`config.mk`:
```
export PLATFORM = sky130hd
export DESIGN_NAME = noc_filereg_agent
export DESIGN_NICKNAME = d
export VERILOG_FILES = /design/src/rtl/noc_filereg_pkg.sv /design/src/rtl/noc_filereg_resp_fifo.sv /design/src/rtl/noc_filereg_agent.sv
export SDC_FILE = /design/constraint.sdc
export NUM_CORES = 1
export LEC_CHECK = 0
export BUFFER_PORTS_ARGS = -buffer_cell sky130_fd_sc_hd__buf_2
export CAP_MARGIN = 40
export CORE_AREA = 2 2 427 429
export CTS_BUF_LIST = sky130_fd_sc_hd__clkbuf_8
export CTS_CLUSTER_DIAMETER = 40
export CTS_CLUSTER_SIZE = 14
export DETAILED_ROUTE_END_ITERATION = 6
export DIE_AREA = 0 0 429 431
export GPL_ROUTABILITY_DRIVEN = 1
export PLACE_DENSITY = 0.45
export SLEW_MARGIN = 10
export SYNTH_ARGS = -nofsm -noshare
export SYNTH_HDL_FRONTEND = slang
export SYNTH_SLANG_ARGS = --single-unit
```
`constraint.sdc`:
```
create_clock -name clk_i -period 3.6 [get_ports clk_i]
set_clock_uncertainty 0.15 [all_clocks]
set_input_delay 0.18 -clock clk_i [delete_from_list [all_inputs] [get_ports clk_i]]
set_output_delay 0.18 -clock clk_i [all_outputs]
set_load 0.02 [all_outputs]
```
`src/rtl/noc_filereg_pkg.sv`:
```
// Shared types, widths and packing helpers for the NoC config register-file agent.
package noc_filereg_pkg;

   typedef enum logic {OP_READ = 1'b0, OP_WRITE = 1'b1} op_e;
   typedef enum logic {ST_OK = 1'b0, ST_ERR = 1'b1} status_e;

   localparam int unsigned ERR_CNT_WIDTH = 16;
   localparam int unsigned FIELD_MAX_W   = 64;
   localparam int unsigned PKT_MAX_W     = 256;

   typedef logic [FIELD_MAX_W-1:0] field_t;
   typedef logic [PKT_MAX_W-1:0]   pkt_t;

   // Low w bits set; callers truncate packets back to their real width.
   function automatic field_t field_mask(input int unsigned w);
      field_t m;
      if (w >= FIELD_MAX_W) m = '1;
      else                  m = (field_t'(1) << w) - field_t'(1);
      return m;
   endfunction

   function automatic pkt_t pack_req(input int unsigned aw, input int unsigned dw,
                                     input op_e op, input field_t addr, input field_t wdata);
      pkt_t p;
      p = pkt_t'(wdata & field_mask(dw));
      p = p | (pkt_t'(addr & field_mask(aw)) << dw);
      p = p | (pkt_t'(op) << (aw + dw));
      return p;
   endfunction

   function automatic op_e unpack_op(input int unsigned aw, input int unsigned dw, input pkt_t p);
      logic b;
      b = 1'(p >> (aw + dw));
      return op_e'(b);
   endfunction

   function automatic field_t unpack_addr(input int unsigned aw, input int unsigned dw, input pkt_t p);
      return field_t'(p >> dw) & field_mask(aw);
   endfunction

   function automatic field_t unpack_wdata(input int unsigned dw, input pkt_t p);
      return field_t'(p) & field_mask(dw);
   endfunction

   function automatic pkt_t pack_resp(input int unsigned tw, input int unsigned aw,
                                      input int unsigned dw, input field_t tile_id,
                                      input status_e st, input field_t addr, input field_t rdata);
      pkt_t p;
      p = pkt_t'(rdata & field_mask(dw));
      p = p | (pkt_t'(addr & field_mask(aw)) << dw);
      p = p | (pkt_t'(st) << (aw + dw));
      p = p | (pkt_t'(tile_id & field_mask(tw)) << (aw + dw + 1));
      return p;
   endfunction

endpackage

```
`src/rtl/noc_filereg_resp_fifo.sv`:
```
// Synchronous response FIFO with occupancy count and first-word-fallthrough head.
module noc_filereg_resp_fifo #(
   parameter int unsigned Width = 8,
   parameter int unsigned Depth = 4
) (
   input  logic                       clk_i,
   input  logic                       rst_i,
   input  logic                       push_i,
   input  logic [Width-1:0]           data_i,
   input  logic                       pop_i,
   output logic [Width-1:0]           data_o,
   output logic [$clog2(Depth):0]     count_o,
   output logic                       empty_o
);

   localparam int unsigned PtrW = $clog2(Depth);
   localparam int unsigned CntW = PtrW + 1;

   logic [Width-1:0] mem_q [Depth];
   logic [PtrW-1:0]  wr_ptr_q, rd_ptr_q;
   logic [CntW-1:0]  count_q;
   logic             full, do_push, do_pop;

   assign full    = (count_q == CntW'(Depth));
   assign empty_o = (count_q == '0);
   assign do_push = push_i & ~full;
   assign do_pop  = pop_i & ~empty_o;
   assign data_o  = mem_q[rd_ptr_q];
   assign count_o = count_q;

   always_ff @(posedge clk_i) begin
      if (do_push) mem_q[wr_ptr_q] <= data_i;
   end

   // Depth is a power of two, so pointers wrap by plain overflow.
   always_ff @(posedge clk_i) begin
      if (rst_i) begin
         wr_ptr_q <= '0;
         rd_ptr_q <= '0;
         count_q  <= '0;
      end else begin
         if (do_push) wr_ptr_q <= wr_ptr_q + PtrW'(1);
         if (do_pop)  rd_ptr_q <= rd_ptr_q + PtrW'(1);
         case ({do_push, do_pop})
            2'b10:   count_q <= count_q + CntW'(1);
            2'b01:   count_q <= count_q - CntW'(1);
            default: count_q <= count_q;
         endcase
      end
   end

endmodule

```
`src/rtl/noc_filereg_agent.sv`:
```
// Router config register-file endpoint: RW/RO registers, error counter, tagged response queue.
// Build option FILEREG_WRITE_ACK_EN: accepted writes also push a response.
module noc_filereg_agent
   import noc_filereg_pkg::*;
#(
   parameter int unsigned          DataWidth     = 32,
   parameter int unsigned          AddrWidth     = 6,
   parameter int unsigned          NumRegs       = 16,
   parameter int unsigned          TileIdWidth   = 4,
   parameter int unsigned          TileId        = 0,
   parameter int unsigned          RespFifoDepth = 4,
   parameter logic [NumRegs-1:0]   RoMask        = '0
) (
   input  logic                                        clk_i,
   input  logic                                        rst_i,
   input  logic                                        s_req_valid_i,
   output logic                                        s_req_ready_o,
   input  logic [AddrWidth+DataWidth:0]                s_req_data_i,
   output logic                                        m_resp_valid_o,
   input  logic                                        m_resp_ready_i,
   output logic [TileIdWidth+AddrWidth+DataWidth:0]    m_resp_data_o,
   input  logic [NumRegs*DataWidth-1:0]                ro_value_i,
   output logic [NumRegs*DataWidth-1:0]                cfg_regs_o
);

   localparam int unsigned RespW = TileIdWidth + 1 + AddrWidth + DataWidth;
   localparam int unsigned IdxW  = (NumRegs > 1) ? $clog2(NumRegs) : 1;
   localparam int unsigned CntW  = $clog2(RespFifoDepth) + 1;

   pkt_t                     req_pkt;
   op_e                      req_op;
   logic [AddrWidth-1:0]     req_addr;
   logic [DataWidth-1:0]     req_wdata;
   logic [IdxW-1:0]          reg_idx;
   logic                     in_range, is_errc, is_ro;
   logic [DataWidth-1:0]     rw_word, ro_word;

   logic [NumRegs*DataWidth-1:0] regs_q;
   logic [ERR_CNT_WIDTH-1:0]     err_cnt_q;

   logic                     accept_c, wr_ok, push, err_inc, has_space, fifo_empty;
   status_e                  resp_status;
   logic [DataWidth-1:0]     resp_rdata;
   logic [RespW-1:0]         resp_pkt;
   logic [CntW-1:0]          fifo_count;

   assign req_pkt   = pkt_t'(s_req_data_i);
   assign req_op    = unpack_op(AddrWidth, DataWidth, req_pkt);
   assign req_addr  = AddrWidth'(unpack_addr(AddrWidth, DataWidth, req_pkt));
   assign req_wdata = DataWidth'(unpack_wdata(DataWidth, req_pkt));

   // Address decode; the top address is reserved for the error counter.
   assign reg_idx  = IdxW'(req_addr);
   assign in_range = (32'(req_addr) < NumRegs);
   assign is_errc  = &req_addr;
   assign is_ro    = RoMask[reg_idx];
   assign rw_word  = regs_q[reg_idx*DataWidth +: DataWidth];
   assign ro_word  = ro_value_i[reg_idx*DataWidth +: DataWidth];

   assign has_space = (fifo_count < CntW'(RespFifoDepth));
`ifdef FILEREG_WRITE_ACK_EN
   assign s_req_ready_o = ~rst_i & has_space;
`else
   assign s_req_ready_o = ~rst_i & ((req_op == OP_WRITE) | has_space);
`endif
   assign accept_c = s_req_valid_i & s_req_ready_o;

   always_comb begin
      wr_ok       = 1'b0;
      resp_status = ST_OK;
      resp_rdata  = '0;
      push        = 1'b0;
      if (req_op == OP_WRITE) begin
         wr_ok       = in_range & ~is_ro;
         resp_status = wr_ok ? ST_OK : ST_ERR;
         resp_rdata  = wr_ok ? req_wdata : '0;
`ifdef FILEREG_WRITE_ACK_EN
         push        = accept_c;
`endif
      end else begin
         push = accept_c;
         if (in_range)     resp_rdata  = is_ro ? ro_word : rw_word;
         else if (is_errc) resp_rdata  = DataWidth'(err_cnt_q);
         else              resp_status = ST_ERR;
      end
   end

   assign err_inc  = accept_c & (resp_status == ST_ERR);
   assign resp_pkt = RespW'(pack_resp(TileIdWidth, AddrWidth, DataWidth, field_t'(TileId),
                                      resp_status, field_t'(req_addr), field_t'(resp_rdata)));

   // Register array and saturating error counter.
   always_ff @(posedge clk_i) begin
      if (rst_i) begin
         regs_q    <= '0;
         err_cnt_q <= '0;
      end else begin
         if (accept_c && wr_ok) regs_q[reg_idx*DataWidth +: DataWidth] <= req_wdata;
         if (err_inc && (err_cnt_q != '1)) err_cnt_q <= err_cnt_q + ERR_CNT_WIDTH'(1);
      end
   end

   noc_filereg_resp_fifo #(
      .Width (RespW),
      .Depth (RespFifoDepth)
   ) u_resp_fifo (
      .clk_i   (clk_i),
      .rst_i   (rst_i),
      .push_i  (push),
      .data_i  (resp_pkt),
      .pop_i   (m_resp_ready_i),
      .data_o  (m_resp_data_o),
      .count_o (fifo_count),
      .empty_o (fifo_empty)
   );

   assign m_resp_valid_o = ~fifo_empty;
   assign cfg_regs_o     = regs_q;

endmodule

```
After elaboration in Yosys (flattened, before gate mapping). Memories as Yosys holds them, arrays and structs flattened. A register that Yosys moved wholly into a read port is not among the register bits. Index checks and enable logic that the tools add are counted.

$add $sub $neg: 6. Multipliers: 0. Divide/modulo/power cells: 0. Magnitude comparators: 3. Eq/ne operators: 4. Shift-type cells: 4. Multiplexer cells: 18. Bitwise logic cells: 13. Reduce and logical (&&, ||, !) cells: 5.

Operators by type and width (count): indexed part select 512 x 10 -> 32 bit (2); bitwise mux 512 bit (1); variable shift 32 x 34 -> 512 bit (first input constant) (1); indexed part select 32 x 34 -> 512 bit (1); two-way mux 32 bit (4); bitwise OR 38 x 39 -> 39 bit (1); bitwise OR 32 x 38 -> 38 bit (1); negator 9 -> 34 bit (1); adder 16 x 1 -> 16 bit (second input constant) (1); two-way mux 16 bit (1); != test 16 bit (second input constant) (1); two-way mux 1 bit (9); bitwise AND 1 bit (6); < comparator 6 x 5 -> 1 bit (second input constant) (1); one-hot mux 3 bit (2 select lines) (1); AND reduction 6 bit (1); < comparator 4 x 5 -> 1 bit (second input constant) (1); adder 2 x 1 -> 2 bit (second input constant) (2); two-way mux 2 bit (2); NOT 1 bit (4); adder 3 x 1 -> 3 bit (second input constant) (1); equality test 3 bit (second input constant) (1); logical NOT 3 bit (1); < comparator 3 bit (second input constant) (1); 6 further kinds (7).

Bits in registers: 535. Latch bits: 0. Memory bits (writable): 156. Memory bits (read-only): 16. Bits of input ports: 555. Logic and storage cells: 60. Memories: 2.

Memories: u_resp_fifo.mem_q (depth 4, bits a word 39, rd ports 1, clocked after memory_dff 1, write ports 1, RTL line noc_filereg_resp_fifo.sv:19) `logic [Width-1:0] mem_q [Depth];`; (no name shown) (depth 16, bits a word 1, rd ports 1, clocked after memory_dff 0, write ports 0, RTL line noc_filereg_agent.sv:56) `assign is_ro = RoMask[reg_idx];`.

Depth between registers and ports, before layout.
Word-level depth: 8. Mapped depth: 15. Mapped depth without buffers: 9.

Cells and area by module. A second synthesis with hierarchy kept.

Cell total of the unflattened synthesis: 2779. Area total of the unflattened synthesis: 30161.4 um^2.

By module, submodules not included: noc_filereg_agent (instances 1, cells an instance 2501, area an instance 23418.7 um^2); noc_filereg_resp_fifo (instances 1, cells an instance 278, area an instance 6742.7 um^2).

Least setup slack after synthesis. No wires, ideal clock.

Path type: in2reg. Start point: input s_req_data_i[32]. End point: register regs_q[385] (netlist: cfg_regs_o[385]). Library setup time: 0.132 ns. Arrival time: 2.940 ns. Path slack: 0.378 ns. Stages: 13. Path through: buf_2 -> buf_2 -> buf_2 -> inv_1 -> buf_2 -> buf_4 -> ha_1 -> or2_2 -> or4_1 -> clkbuf_1 -> buf_2 -> nand2_1 -> a21oi_1.

Word-level cells in the longest chain between the ends: 6. Elaborated cells on any way between the ends: 11. Classes of those cells: add/sub: 1; order compare: 1; shift: 2; mux: 3; bitwise: 2; reduce/logical: 1; memory: 1.

RTL lines: from (decl) (RTL line noc_filereg_agent.sv:18) `input logic [AddrWidth+DataWidth:0] s_req_data_i,`; branches (longest 6 deep; another with negator 9 -> 34 bit); to (signal, indexed assignment) (RTL line noc_filereg_agent.sv:98) `if (accept_c && wr_ok) regs_q[reg_idx*DataWidth +: DataWidth] <= req_wdata;`; to (decl) (RTL line noc_filereg_agent.sv:38) `logic [NumRegs*DataWidth-1:0] regs_q;`.

Several ways; the timed one is not identified. The select of a mux whose other input is x is not followed. A chain may end at the register's enable or synchronous reset.

==> summary.md <==
| Metric | Value |
|---|---|
| Cell row count | 156 |
| GP Congestion | between 0.8 and 0.9 |
| Syn Area/Cell | ~10 um^2 |
| Critical path class | reg2out |
| DRT Pass-1 Iters | 6 |
| #FFs+latches synth | just under 700 |
| Syn Inst Count | ~3,100 |
| Post-route DRC violation count | 0 |
| Post-route setup slack | roughly 0.63 ns |
| Vias | between 20,000 and 30,000 |
| Slew HR | 0.318 |
| EDFF count, synth | 156 |
| Crit path DAT | around 2.6 ns |
| Ports | approximately 1,100 |
| Worst-path clk slew | roughly 0.070 ns |
| Tmin final | 2.97 ns |
| Asr flop ratio synth | 0 |
| R2R setup slack | 1.11 ns |
| Number of non-filler instances in the completed layout | 6,110 |
| Area contributors post-synth | dfxtp_1, edfxtp_1, mux4_2, nand2_1, a21oi_1 |
| DR vias/cell | roughly 4.3 |
| Top cell type's share of synthesized area | 0.363 |
| NumNets Final | 4,183 |
| Dpl hpwl | 109,000 um |
| Share of the yosys chip area belonging to registers | 0.520 |
| Netlist cell types | between 50 and 60 |
| Starting density of the core | 0.165 |
| Slew Limit Fails | 0 |
| Yosys warns | 0 |
| Number of antenna violations at the first check in global routing | 18 |
| GRT overflow | 0 |
| Slowest stage delay, CP | ~0.65 ns |
| Peak Freq | between 0.3 and 0.4 GHz |
| P per Cell Area | around 480 nW/um^2 |
| CP Cell Sequence | buf_12, mux4_2, buf_2 |
| Area Overhead vs Synth | 32.0% |
| Final wirelength | ~150,000 um |
| DIE WIDTH | 429 um |
| Mapped Area | ~30,000 um^2 |
| Crit path buf inv count | 2 |
| Vias in the first global route | 25,400 |
| Crit. End Element | primary output |
| Clock Tree Root | clkbuf_8 |
| Die area | about 180,000 um^2 |
| Fin. Hold Viols | 0 |
| Maximum number of pins on one net before global-route repair | just under 200 |
| Initial drt markers | 2,074 |
| Most frequent cells in the layout | nand2_1, buf_2, dfxtp_1, a21oi_1, nand3_1 |
| Worst VDD drop | between 0.0003 and 0.0004 V |
| Post-CTS sizing | 0 |
| Hold Path Class | in2reg |
| Synth area leader | dfxtp_1 |
| Routed len/inst | 24.8 um |
| Share of layout cells above drive strength 1 | 0.310 |
| Setup crit start kind | flop |
| Hold slack | around 0.13 ns |
| H-Tree Level Count | 4 |
| Skew-Pair Late Insertion Delay | between 0.8 and 0.9 ns |
| CP Max Fanout | 20 |
| FILL cells | a little under 20,000 |
| Port Buffer Count | 595 |
| Worst slack, placed | around 0.33 ns |
| Worst endpoint required time | 3.27 ns |
| All-Layer GR Usage | 0.158 |
| Leakage | approximately 14 nW |
| Period Utilization, post-route | 0.824 |
| First-pass GRT wire length | 206,000 um |
| Synth Flop Type | dfxtp_1 |
| CP max stage cell | dfxtp_4 |
| Die Y | about 430 um |
| Power Total | 18.6 mW |
| Post-route ant nets | 0 |
| Core area | between 150,000 and 200,000 um^2 |
| Cts bufs inserted | around 140 |
| RSZ-0062 raised after global routing | false |
| Setup tns final | 0 ns |
| Clock buffer depth | 3 |
| Commonest non-fill, non-tap cell in the layout | nand2_1 |
| Status | finished, final reports clean |
| Endpoints failing setup | 0 |
| CTS tree | done |
| Slew at the pin closest to its max-slew limit | 1.02 ns |
| Largest delay share family, worst path | flip-flops |
| Clock tree sinks | roughly 700 |
| MaxCap Viol Count | 0 |
| Placed insts | approximately 5,800 |
## final cells by class
class,count,area (um^2),share of cell area
Multi-Input combinational cell,2021,13000,0.332
Antenna cell,9,22.5,0.000576
Clock buffer,158,2170,0.0556
Sequential cell,693,15400,0.395
Tap cell,2370,2970,0.0758
Timing Repair Buffer,752,4640,0.119
Clock inverter,93,842,0.0215
Inverter,14,57.6,0.00147
## metal layers
layer	share of wire	global-route usage	vias to the layer above
met5	0.00036	0	-
met4	0.057	0.0870	8
met3	0.061	0.0353	266
met2	0.48	0.261	1047
met1	0.40	0.191	13100
li1	-	-	12000
## final timing paths
check	start	endpoint	cells past startpoint
max	flop	m_resp_data_o[19]	3
min	rst_i	cfg_regs_o[480]	3
max reg2reg	cfg_regs_o[3]	u_resp_fifo.mem_q[0][3]	3
min reg2reg	cfg_regs_o[321]	cfg_regs_o[321]	2
## synth_stat cells (2+ instances only)
cell type / instances
o41ai_1: 5
o21ai_1: 7
and2_1: 9
mux2i_1: 33
nand3_1: 332
a22oi_1: 15
nor4_1: 2
inv_1: 13
nand2b_1: 4
nand4_1: 4
nor4b_4: 3
a221oi_1: 16
edfxtp_1: 156
nor2_1: 30
a21o_1: 2
buf_2: 68
buf_1: 15
nor2b_1: 3
xor2_1: 4
buf_4: 6
clkbuf_1: 236
or2_2: 3
a21oi_1: 398
and4_1: 3
xnor2_1: 3
ha_1: 9
mux4_2: 167
nor3_2: 3
or4_1: 6
dfxtp_1: 537
a22o_1: 16
o211ai_1: 16
nand2_1: 735
o21ai_0: 141
or3_1: 8
o311ai_0: 5
nor3_1: 8
o31ai_1: 4
nor4_4: 2
nor3b_1: 2
and3_1: 3
## where the power goes
group	total (mW)	switching, mW	internal, mW
Sequential	8.07	0.0836	7.99
Combinational	1.69	1.12	0.572
Clock	8.86	4.09	4.77
## registers in the layout, indices dropped and copies added (netlist names), named ones only
| register | flops |
|---|---|
| u_resp_fifo.count_o | 3 |
| err_cnt_q | 16 |
| u_resp_fifo.wr_ptr_q | 2 |
| u_resp_fifo.mem_q | 156 |
| u_resp_fifo.rd_ptr_q | 2 |
| cfg_regs_o | 512 |
## cells by family after synthesis
logic type,Yosys count,share of synthesized area
xor+xnor,8,0.00262
other cells,1,0.000126
buf+inv,339,0.0465
simple gates,1167,0.172
flops,693,0.520
compound gates,632,0.116
mux,200,0.138
fa+ha+maj,10,0.00447
## worst min-delay path, cell delays in order
cell and delay [ns]:
dlygate4sd3_1 0.56, buf_8 0.19, a21oi_1 0.17
## metrics by stage
| stage | cell area, um^2 | util |
|---|---|---|
| floorplan | 29700 | - |
| global placement | 35600 | 0.197 |
| detailed placement | 35700 | 0.198 |
| CTS | 39100 | 0.217 |
| global route | 39100 | 0.217 |
| finish | 39100 | 0.217 |
## what timing repair did
item | 4_1_cts | 5_1_grt
endpoints found under the hold margin | 681 | 0
buffers inserted | 0 | 0
hold buffers | 43 | 0
Power figures use the tool's default switching activity.
